$ cat src/rtl/conv2_wstream_pkg.sv
// Shared types and constants for the conv2 weight streamer.
// No logic, so no latency.
// No flow control; carries only definitions.
package conv2_wstream_pkg;

   // Controller modes.
   typedef enum logic [1:0] {
      IDLE   = 2'd0,
      LOAD   = 2'd1,
      STREAM = 2'd2,
      DRAIN  = 2'd3
   } state_t;

   localparam int DEF_DATA_WIDTH = 16;
   localparam int DEF_ADDR_WIDTH = 8;
   localparam int DEF_NUM_WORDS  = 200;

   // Output buffer depth. The read credit rule in the top level assumes exactly 2.
   localparam int FIFO_DEPTH = 2;

endpackage

$ cat src/rtl/conv2_wstream_fifo.sv
// 2-entry FIFO holding {last, data} read-backs from the weight SRAM.
// Head is visible the cycle after a push (registered storage, combinational head).
// No internal backpressure: the writer must never push into a full FIFO unless it also pops.
module conv2_wstream_fifo
   import conv2_wstream_pkg::*;
#(
   parameter int WIDTH = DEF_DATA_WIDTH + 1
)(
   input  logic             clk0,
   input  logic             rst_n,
   input  logic             push,
   input  logic [WIDTH-1:0] push_dat,
   input  logic             pop,
   output logic [WIDTH-1:0] head,
   output logic             full,
   output logic             empty
);

   logic [WIDTH-1:0] mem_q [FIFO_DEPTH];
   logic             wr_idx_q;
   logic             rd_idx_q;
   logic [1:0]       count_q;

   // Storage, pointers and occupancy. When full, push and pop share a slot:
   // the old head is consumed this cycle while the new word lands in its place.
   always_ff @(posedge clk0 or negedge rst_n) begin
      if (!rst_n) begin
         for (int i = 0; i < FIFO_DEPTH; i++) begin
            mem_q[i] <= '0;
         end
         wr_idx_q <= 1'b0;
         rd_idx_q <= 1'b0;
         count_q  <= 2'd0;
      end else begin
         if (push) begin
            mem_q[wr_idx_q] <= push_dat;
            wr_idx_q        <= ~wr_idx_q;
         end
         if (pop) begin
            rd_idx_q <= ~rd_idx_q;
         end
         count_q <= count_q + 2'(push) - 2'(pop);
      end
   end

   assign head  = mem_q[rd_idx_q];
   assign full  = (count_q == 2'd2);
   assign empty = (count_q == 2'd0);

endmodule

$ cat src/rtl/conv2_weight_streamer.sv
// Fills the conv2 weight SRAM from a load stream, then replays it pass_count times to the MAC.
// Load: one write per accepted word; replay: first m_valid 2 cycles after entering STREAM, then 1 word/cycle.
// m_ready low stalls reads via a 2-credit rule, never drops data. Optional checksum: CONV2_WSTREAM_CHECKSUM_EN.
module conv2_weight_streamer
   import conv2_wstream_pkg::*;
#(
   parameter int DATA_WIDTH = DEF_DATA_WIDTH,
   parameter int ADDR_WIDTH = DEF_ADDR_WIDTH,
   parameter int NUM_WORDS  = DEF_NUM_WORDS
)(
   input  logic                  clk0,
   input  logic                  rst_n,
   input  logic                  load_start,
   input  logic                  stream_start,
   input  logic [7:0]            pass_count,
   input  logic                  s_valid,
   output logic                  s_ready,
   input  logic [DATA_WIDTH-1:0] s_data,
   output logic                  m_valid,
   input  logic                  m_ready,
   output logic [DATA_WIDTH-1:0] m_data,
   output logic                  m_last,
   output logic                  busy,
   output logic                  done,
   output logic                  csb0,
   output logic                  web0,
   output logic [ADDR_WIDTH-1:0] addr0,
   output logic [DATA_WIDTH-1:0] din0,
   input  logic [DATA_WIDTH-1:0] dout0
`ifdef CONV2_WSTREAM_CHECKSUM_EN
   ,
   output logic [DATA_WIDTH-1:0] checksum
`endif
);

   localparam logic [ADDR_WIDTH-1:0] LAST_ADDR = ADDR_WIDTH'(NUM_WORDS - 1);

   state_t                state_q, state_d;
   logic [ADDR_WIDTH-1:0] wr_ptr_q;
   logic [ADDR_WIDTH-1:0] rd_ptr_q;
   logic [7:0]            pass_ctr_q;
   logic [7:0]            pass_total_q;
   logic                  inflight_q;
   logic                  inflight_last_q;
   logic                  done_q;

   logic                  wr_en;
   logic                  rd_en;
   logic                  pop;
   logic                  can_read;
   logic                  fifo_full;
   logic                  fifo_empty;
   logic [DATA_WIDTH:0]   fifo_head;

   // Read credit: words in flight plus buffered, minus this cycle's pop, must stay below 2
   // so the unconditional capture of dout0 always finds space. Counting the pop keeps
   // the stream gap-free when m_ready is held high.
   assign pop      = m_valid & m_ready;
   assign can_read = pop | (~fifo_full & (fifo_empty | ~inflight_q));

   // Next-state and SRAM port decode; all SRAM signals are combinational.
   always_comb begin
      state_d = state_q;
      csb0    = 1'b1;
      web0    = 1'b1;
      addr0   = '0;
      din0    = '0;
      s_ready = 1'b0;
      wr_en   = 1'b0;
      rd_en   = 1'b0;
      case (state_q)
         IDLE: begin
            if (load_start) begin
               state_d = LOAD;
            end else if (stream_start) begin
               state_d = STREAM;
            end
         end
         LOAD: begin
            s_ready = 1'b1;
            if (s_valid) begin
               csb0  = 1'b0;
               web0  = 1'b0;
               addr0 = wr_ptr_q;
               din0  = s_data;
               wr_en = 1'b1;
               if (wr_ptr_q == LAST_ADDR) begin
                  state_d = IDLE;
               end
            end
         end
         STREAM: begin
            if (can_read) begin
               csb0  = 1'b0;
               addr0 = rd_ptr_q;
               rd_en = 1'b1;
               if ((rd_ptr_q == LAST_ADDR) && (pass_ctr_q == pass_total_q - 8'd1)) begin
                  state_d = DRAIN;
               end
            end
         end
         DRAIN: begin
            if (fifo_empty && !inflight_q) begin
               state_d = IDLE;
            end
         end
         default: state_d = IDLE;
      endcase
   end

   // State, pointers, pass bookkeeping, read tracking and the done pulse.
   always_ff @(posedge clk0 or negedge rst_n) begin
      if (!rst_n) begin
         state_q         <= IDLE;
         wr_ptr_q        <= '0;
         rd_ptr_q        <= '0;
         pass_ctr_q      <= 8'd0;
         pass_total_q    <= 8'd1;
         inflight_q      <= 1'b0;
         inflight_last_q <= 1'b0;
         done_q          <= 1'b0;
      end else begin
         state_q         <= state_d;
         done_q          <= (state_q != IDLE) && (state_d == IDLE);
         inflight_q      <= rd_en;
         inflight_last_q <= rd_en && (rd_ptr_q == LAST_ADDR);
         if (state_q == IDLE && state_d == LOAD) begin
            wr_ptr_q <= '0;
         end else if (wr_en) begin
            wr_ptr_q <= wr_ptr_q + ADDR_WIDTH'(1);
         end
         if (state_q == IDLE && state_d == STREAM) begin
            rd_ptr_q     <= '0;
            pass_ctr_q   <= 8'd0;
            pass_total_q <= (pass_count == 8'd0) ? 8'd1 : pass_count;
         end else if (rd_en) begin
            if (rd_ptr_q == LAST_ADDR) begin
               rd_ptr_q   <= '0;
               pass_ctr_q <= pass_ctr_q + 8'd1;
            end else begin
               rd_ptr_q <= rd_ptr_q + ADDR_WIDTH'(1);
            end
         end
      end
   end

   conv2_wstream_fifo #(
      .WIDTH (DATA_WIDTH + 1)
   ) u_fifo (
      .clk0     (clk0),
      .rst_n    (rst_n),
      .push     (inflight_q),
      .push_dat ({inflight_last_q, dout0}),
      .pop      (pop),
      .head     (fifo_head),
      .full     (fifo_full),
      .empty    (fifo_empty)
   );

   assign m_valid = ~fifo_empty;
   assign m_data  = fifo_empty ? '0 : fifo_head[DATA_WIDTH-1:0];
   assign m_last  = fifo_empty ? 1'b0 : fifo_head[DATA_WIDTH];
   assign busy    = (state_q != IDLE);
   assign done    = done_q;

`ifdef CONV2_WSTREAM_CHECKSUM_EN
   // Running sum of delivered words; cleared when a replay is accepted, held afterwards.
   always_ff @(posedge clk0 or negedge rst_n) begin
      if (!rst_n) begin
         checksum <= '0;
      end else if (state_q == IDLE && state_d == STREAM) begin
         checksum <= '0;
      end else if (pop) begin
         checksum <= checksum + m_data;
      end
   end
`endif

endmodule
$ cat config.mk
export PLATFORM = sky130hd
export DESIGN_NAME = conv2_weight_streamer
export DESIGN_NICKNAME = d
export VERILOG_FILES = /design/src/rtl/conv2_wstream_pkg.sv /design/src/rtl/conv2_wstream_fifo.sv /design/src/rtl/conv2_weight_streamer.sv
export SDC_FILE = /design/constraint.sdc
export NUM_CORES = 1
export LEC_CHECK = 0
export ABC_CLOCK_PERIOD_IN_PS = 7000
export BUFFER_PORTS_ARGS = -buffer_cell sky130_fd_sc_hd__buf_2
export CORE_ASPECT_RATIO = 0.75
export CORE_MARGIN = 2
export CORE_UTILIZATION = 25
export CTS_CLUSTER_SIZE = 14
export DETAILED_ROUTE_END_ITERATION = 7
export GPL_TIMING_DRIVEN = 0
export HOLD_SLACK_MARGIN = 0.03
export PLACE_DENSITY_LB_ADDON = 0.25
export SLEW_MARGIN = 25
export SYNTH_ARGS = -nofsm -noshare
export SYNTH_HDL_FRONTEND = slang
export SYNTH_SLANG_ARGS = --single-unit
$ cat constraint.sdc
create_clock -name clk0 -period 7 [get_ports clk0]
set_input_delay 1.05 -clock clk0 [delete_from_list [all_inputs] [get_ports clk0]]
set_output_delay 1.05 -clock clk0 [all_outputs]
set_load 0.01 [all_outputs]
# Word-level counts from Yosys, hierarchy flattened
# Cells that the tools add are included.
[totals] ff_bits=75 word_cells=98
[op_classes] n_eq_ne=9 mux=39 n_lt_le_gt_ge=3 bitwise=11 reduce_logical=17 add_sub_neg=6
[ops] cell="two-way mux 8 bit" count=11
[ops] cell="two-way mux 17 bit" count=4
[ops] cell="two-way mux 16 bit" count=3
[ops] cell="bitwise mux 34 bit" count=1
[ops] cell="adder 8 x 1 -> 8 bit (second input constant)" count=3
[ops] cell="demux 17 bit (select 1 bit)" count=1
[ops] cell="== test 8 bit (second input constant)" count=2
[ops] cell="one-hot mux 8 bit (2 select lines)" count=1
[ops] cell="two-way mux 2 bit" count=7
[ops] cell="two-way mux 1 bit" count=9
[ops] cell="== test 2 bit (second input constant)" count=4
[ops] cell="== test 8 bit" count=1
[ops] cell="logical NOT 8 bit" count=1
[ops] cell="one-hot mux 2 bit (4 select lines)" count=1
[ops] cell="nonzero test 2 bit" count=4
[ops] cell="subtractor 8 x 1 -> 8 bit (second input constant)" count=1
[ops] cell="logical AND 1 bit" count=7
[ops] cell="logical NOT 2 bit" count=3
[ops] cell="NOT 1 bit" count=5
[ops] cell="== test 2 x 1 -> 1 bit (second input constant)" count=2
[ops] cell=">= comparator 2 bit (second input constant)" count=2
[ops] cell="NOT 1 -> 2 bit" count=2
[ops] cell="adder 2 x 1 -> 2 bit" count=1
[ops] cell="AND 1 bit" count=2
[ops] cell="other kinds (6)" count=7

# Logic depth before layout (Yosys ltp)
# Gate-level depths: netlist of the first run.
[logic_depth] ltp_word=10 depth_mapped=11 depth_no_buf=8

# By module
# A second synthesis of the first run with hierarchy kept.
[unflattened] hier_cells=381 hier_area_um2=4265.3
[modules_own_cells] mod="conv2_weight_streamer" area_per_inst_um2=2560.0 instances=1 cells_each=275 seq_area_each_um2=927.1
[modules_own_cells] mod="conv2_wstream_fifo" area_per_inst_um2=1705.4 instances=1 cells_each=106 seq_area_each_um2=950.9

# Least setup slack after synthesis of the first run
# Ideal clock, no wire load.
[synth_path] kind="input to output" from="input port m_ready" to="output port addr0[3]" setup_slack_ns=3.839 stages=5 path_buffers=1 t_arrival_ns=2.111 path_cell_list="o21ai_1 > inv_1 > clkbuf_1 > a22oi_1 > nor2b_1"
[synth_via] elab_chain_cells=4
[synth_rtl] element="start, declared" line="conv2_weight_streamer.sv:20" rtl="input logic m_ready,"
[synth_rtl] element="AND 1 bit" line="conv2_weight_streamer.sv:58" rtl="assign pop = m_valid & m_ready;"
[synth_rtl] element="OR 1 bit" line="conv2_weight_streamer.sv:59" rtl="assign can_read = pop | (~fifo_full & (fifo_empty | ~inflight_q));"
[synth_rtl] element="two-way mux 8 bit" line="conv2_weight_streamer.sv:93" rtl="if (can_read) begin"
[synth_rtl] element="one-hot mux 8 bit (2 select lines)" line="conv2_weight_streamer.sv:71" rtl="case (state_q)"
[synth_rtl] element="end, declared" line="conv2_weight_streamer.sv:27" rtl="output logic [ADDR_WIDTH-1:0] addr0,"
# Every way passes these cells.

# Worst setup path after layout of the first run
[layout_path] from="input port m_ready" to="output port addr0[4]"
# Same word-level chain as after synthesis.

==> results.toml, run 1 <==
[detailed_routing]
wl_met1_um = 4130
routedWlPerCell_um = 13.3
initialDrtViolationCount = 99
wl_met3_um = 429
drtPass1Iterations = 4
drc = 0
dr_wl_met2_um = 4500
top_layer = "met5"
wl_um = 9200
ant_nets = 0
viasPerCell = 4.46
vias = 3082

[grt]
overflow = 0
track_usage_pct = 11.2
antenna_found_initial = 1
grt_pass1_wl_um = 15300
grt_max_degree = 54
grt_pass1_vias = 3132

[place]
dp.cells = 675
place.gp.congestion = 0.804
dpl_cell_area_um2 = 4760
dpl.hpwl_um = 6870
portBuffers = 92

[worst_setup_path]
r2r_slack_ns = 4.14
crit_buf_inv = 4
startpoint_type = "input pin"
path_max_fanout = 10
crit_family = "compound AO/OA/AOI/OAI gates"
slowest_delay_ns = 0.60
required_ns = 5.95
crit_path_frequent_cell = "buf_2"
endpoint_kind = "output port"
crit_type = "input pin to output port"
crit_path_cell_trace = "buf_2 > o21ai_1 > inv_1 > clkbuf_1 > a22oi_1 > nor2b_1 > buf_2"
cpMaxStageDelayCell = "o21ai_1"
arrival_ns = 2.80

[synthesis]
synthFlopType = "dfrtp_1"
yosys.cell_types.count = 44
yosysWarningCount = 0
synth_top_area_cell = "dfrtp_1"
syn_avg_cell_area_um2 = 10.8
ys_seq_area_share_pct = 46.8
syn_area_um2 = 4010
synth_area_leaders = "dfrtp_1, mux2_2, mux2i_1, nor2_1, xor2_1"
synthArstFlopShare_pct = 100
synth_fp_nets = 430
ys_seq_elements = 75
yosysTopAreaCellShare_pct = 46.2
netlist_instances = 372
synth_edf_count = 0

[clock_network]
holdBufCountCts = 0
post_cts_resized = 0
clkSlewWorstSetupHoldPaths_ns = 0.06
cts_num_sinks = 75
clock_latency_ns = 0.33
clockRootBuffer = "clkbuf_16"
cts_tree = "built"
cts_buffers = 9
cts_setup_buffers = 0
h-tree-depth = 3
clock_path_buffers = 2

[sta]
layout_min_cycle_time_ns = 3.85
finalSetupTns_ns = 0
holdWs_ns = 0.497
tightest_slew_ns = 0.795
fmax_mhz = 260
slew-limit-headroom_pct = 47.0
finalSetupViolations = 0
fin_crit_sh_pct = 55.0
skew_ns = 0.00783
rsz0062_at_grt = "no"
slew_violations = 0
hold_violations = 0

[floorplan]
die_h_um = 114
ioPinCount = 93
rows = 40
dieArea_um2 = 17100
initial_utilization_pct = 25.3
die_x_um = 150
core_um2 = 15900

[pwr]
power.static_leakage_nw = 2.49
power_mw = 1.87
irDropWorstVdd_mv = 0.129
power_density_nw_per_um2 = 368

[final_layout]
layout_common_cells = "buf_2, dfrtp_1, nor2_1"
layout-drive-gt1-share_pct = 33.7
layout.nets = 534
fillers = 1628
final_cell_area_um2 = 5090
antenna_cells = 0
final_cell_count_no_fill = 691
final_common_cell = "buf_2"
syn_to_final_growth_pct = 26.9

[hold_path]
worstHoldPathType = "register to register"

[outcome]
outcome = "complete, no violations"

[flow_run]
drv_cap = 0
==> power by group <==
| group | leakage [nW] | switching, mW | total (mW) | internal, mW |
|---|---|---|---|---|
| clock network | 0.156 | 0.178 | 0.502 | 0.324 |
| registers | 0.942 | 0.0876 | 0.657 | 0.570 |
| logic | 1.39 | 0.369 | 0.715 | 0.347 |
| total | 2.49 | 0.635 | 1.87 | 1.24 |
==> logic make-up after synthesis <==
family / Yosys count / share of synthesized area (%)
simple gates: 134 / 17.6
flops: 75 / 46.8
mux: 60 / 16.4
compound gates: 33 / 5.55
xor+xnor: 30 / 6.55
buf+inv: 28 / 3.27
fa+ha+maj: 12 / 3.74
==> final timing paths <==
kind | depth (start not counted) | to | start
setup reg to reg | 10 | pass_total_q[7]$_DFFE_PN0N_ | rd_ptr_q[0]$_DFFE_PN0P_
hold reg to reg | 1 | u_fifo.wr_idx_q$_DFFE_PN0P_ | u_fifo.wr_idx_q$_DFFE_PN0P_
setup / recovery | 7 | addr0[4] | m_ready
hold / removal | 1 | u_fifo.wr_idx_q$_DFFE_PN0P_ | u_fifo.wr_idx_q$_DFFE_PN0P_
max in group asynchronous | 2 | pass_total_q[0]$_DFFE_PN1N_ | rst_n
min in group asynchronous | 1 | u_fifo.mem_q[18]$_DFFE_PN0P_ | rst_n
==> cell usage after synthesis, types with 3 or more instances <==
library cell,number
and3_1,22
o21ai_0,5
clkbuf_1,12
nand2_1,12
ha_1,12
dfrtp_1,74
nor2b_1,13
nor4_1,3
nor2_1,47
xor2_1,20
mux2i_1,19
a31oi_1,3
a21oi_1,8
xnor2_1,10
a22oi_1,8
nand4_1,10
nor3_1,6
inv_1,13
mux2_2,39
nand3_1,8
==> per-layer routing <==
| metal | GRT usage, % | vias up |
|---|---|---|
| li1 | - | 1513 |
| met1 | 14.3 | 1498 |
| met2 | 18.9 | 56 |
| met3 | 2.96 | 13 |
| met4 | 3.08 | 2 |
| met5 | 0 | - |
==> registers in the layout (all words and copies together), names as in the netlist <==
register	cells
inflight_last_q	1
pass_total_q	8
rd_ptr_q	8
inflight_q	1
wr_ptr_q	8
u_fifo.count_q	2
u_fifo.wr_idx_q	1
pass_ctr_q	8
u_fifo.mem_q	34
done	1
state_q	2
u_fifo.rd_idx_q	1
==> metrics by stage <==
step                      utilization (%)  worst slack, ns
final                                32.1             3.15
after global routing                 32.1             3.00
after CTS                            32.1             3.18
after detailed placement             30.0             3.22
after global placement               29.8             3.21
after floorplan                         -             3.84
==> area by class of cell <==
class	count	area, µm²	share of cell area (%)
Multi-Input combinational cell	269	2000	39.3
Sequential cell	75	1880	36.9
Timing Repair Buffer	93	490	9.63
Tap cell	210	263	5.16
Clock buffer	11	243	4.77
Clock inverter	5	85.1	1.67
Buffer	15	82.6	1.62
Inverter	13	48.8	0.958
No activity file was read; power rests on OpenSTA's default activity.
==> run 2: changes to the inputs <==
--- a/config.mk
+++ b/config.mk
@@ -5,7 +5,8 @@
 export SDC_FILE = /design/constraint.sdc
 export NUM_CORES = 1
 export LEC_CHECK = 0
-export ABC_CLOCK_PERIOD_IN_PS = 7000
+export ABC_AREA = 1
+export ABC_CLOCK_PERIOD_IN_PS = 3200
 export BUFFER_PORTS_ARGS = -buffer_cell sky130_fd_sc_hd__buf_2
 export CORE_ASPECT_RATIO = 0.75
 export CORE_MARGIN = 2
==> constraint.sdc (replaced) <==
create_clock -name clk0 -period 3.2 [get_ports clk0]
set_input_delay 0.48 -clock clk0 [delete_from_list [all_inputs] [get_ports clk0]]
set_output_delay 0.48 -clock clk0 [all_outputs]
set_load 0.01 [all_outputs]
==> run 2 against run 1 <==
Compared with the run above: die area grew 6.5%; via count increased by 27%; routed wire length grew 24%; sequential cell count is the same; total power rose by 150%; worst hold slack got worse by 0.40 ns; critical path depth increased by 2; clock skew down 0.0017 ns; critical endpoint unchanged; combinational power increased to 2.9 times the previous value; sequential power increased by 140%.
==> results.toml, run 2 <==
[synthesis]
yosysWarningCount = 0
synth_edf_count = 0
synthSimpleGateAreaFrac_pct = 28.9
synth_top_area_cell = "dfrtp_1"
synth_fp_nets = 649
synthFlopType = "dfrtp_1"
netlist_instances = 591
synthArstFlopShare_pct = 100
ys_seq_elements = 75
syn_area_um2 = 4280
synth_common_cells = "nand2_1, inv_1, dfrtp_1, nand3_1"
muxShareOfSynthArea_pct = 0
synth_top_family_by_area = "simple AND/OR/NAND/NOR gates"
ys_seq_area_share_pct = 43.9
yosysTopAreaCellShare_pct = 43.3
yosys.area_share.xor_xnor_pct = 4.30
yosys.cell_types.count = 32
synth_compound_area_share_pct = 9.35
synth_area_leaders = "dfrtp_1, nand2_1, inv_1, nand3_1, o21ai_0"
synth_fa_ha_area_share_pct = 3.51
yosysMostFrequentCell = "nand2_1"
syn_avg_cell_area_um2 = 7.24

[grt]
grt_pass1_wl_um = 19500
overflow = 0
antenna_found_initial = 0
grt_pass1_vias = 3858
track_usage_pct = 13.4
grt_max_degree = 44

[detailed_routing]
vias = 3907
initialDrtViolationCount = 189
ant_nets = 0
drc = 0
viasPerCell = 4.27
routedWlPerCell_um = 12.5
wl_um = 11400
drtPass1Iterations = 4

[clock_network]
clock_path_buffers = 2
clock_latency_ns = 0.33
clkSlewWorstSetupHoldPaths_ns = 0.06
h-tree-depth = 3
cts_setup_buffers = 0
cts_tree = "built"
clockRootBuffer = "clkbuf_16"
post_cts_resized = 0
cts_buffers = 9
holdBufCountCts = 0
cts_num_sinks = 75

[final_layout]
layout_common_cells = "nand2_1, buf_2, inv_1"
largest_register_ffs = 34
final_common_cell = "nand2_1"
final_cell_area_um2 = 5330
syn_to_final_growth_pct = 24.6
layout-drive-gt1-share_pct = 18.2
antenna_cells = 0
final_util_pct = 31.8
top_register = "u_fifo.mem_q"
layout.nets = 753
final_cell_count_no_fill = 914

[worst_setup_path]
path_max_fanout = 10
required_ns = 2.72
slowest_delay_ns = 0.41
crit_buf_inv = 4
crit_type = "register to output port"
startpoint_type = "register"
crit_path_cell_trace = "nor2_4 > inv_4 > nand3_2 > nand2_2 > inv_1 > clkbuf_1 > nand2_1 > a21oi_1 > buf_2"
r2r-start = "pass_total_q[0]$_DFFE_PN1N_"
r2r_slack_ns = 0.88
endpoint_kind = "output port"
cpMaxStageDelayCell = "dfrtp_1"
reg2reg_depth = 14
arrival_ns = 2.31
r2r-end = "wr_ptr_q[1]$_DFFE_PN0P_"
crit_family = "buffers and inverters"

[sta]
skew_ns = 0.00613
fmax_mhz = 358
slew-limit-headroom_pct = 62.8
layout_min_cycle_time_ns = 2.79
fin_crit_sh_pct = 87.3
rsz0062_at_grt = "no"
finalSetupViolations = 0
finalSetupTns_ns = 0
hold_violations = 0
holdWs_ns = 0.0954
slew_violations = 0
tightest_slew_ns = 0.558

[outcome]
outcome = "complete, no violations"

[pwr]
power.static_leakage_nw = 2.93
power_density_nw_per_um2 = 867
irDropWorstVdd_mv = 0.283

[place]
portBuffers = 92
place.gp.congestion = 0.818
dpl_cell_area_um2 = 5040
dpl.hpwl_um = 8480
dp.cells = 899

[hold_path]
worstHoldPathType = "input pin to async pin"

[floorplan]
core_um2 = 16800
die_h_um = 117
initial_utilization_pct = 25.5
die_x_um = 155
ioPinCount = 93
rows = 41
dieArea_um2 = 18200

[flow_run]
drv_cap = 0
[run 2: where the power goes]
part / switching [mW] / internal (mW)
clock: 0.401 / 0.600
combinational: 1.34 / 0.737
sequential: 0.254 / 1.30
[run 2: worst max path at each step]
stage	from	to	slack [ns]	depth (start not counted)
4_1_cts	u_fifo.count_q[1]$_DFF_PN0_	addr0[4]	0.39	9
3_3_place_gp	u_fifo.count_q[1]$_DFF_PN0_	addr0[3]	0.75	9
3_5_place_dp	u_fifo.count_q[1]$_DFF_PN0_	addr0[4]	0.76	9
6_report	u_fifo.count_q[1]$_DFF_PN0_	addr0[4]	0.41	9
2_1_floorplan	state_q[1]$_DFF_PN0_	din0[10]	1.14	6
5_1_grt	u_fifo.count_q[1]$_DFF_PN0_	addr0[3]	0.17	9
[run 2: layout make-up]
cell class,instances,area (µm²)
multi-input combinational,406,1970
clock buffer,9,225
timing repair buffer,93,490
clock inverter,6,67.6
tap,215,269
fill,1821,11400
inverter,90,340
sequential,75,1880
buffer,20,92.6
[run 2: per-layer routing]
metal | part of all wire, % | GRT usage [%] | vias up
met5 | 0 | 0 | -
met4 | 0.49 | 2.60 | 0
met3 | 4.9 | 3.03 | 4
met2 | 44 | 20.6 | 80
met1 | 51 | 19.2 | 1786
li1 | - | - | 2037
[run 2: cells by family after synthesis]
group	count (synthesis)
simple gates	294
buf+inv	110
compound gates	79
flops	75
xor+xnor	21
fa+ha+maj	12
[run 2: stage by stage]
step / setup WS (ns) / power (mW)
6_report: 0.406 / 4.62
5_1_grt: 0.174 / 5.08
4_1_cts: 0.386 / 4.69
3_5_place_dp: 0.763 / 3.66
3_3_place_gp: 0.750 / 3.64
2_1_floorplan: 1.14 / 2.93
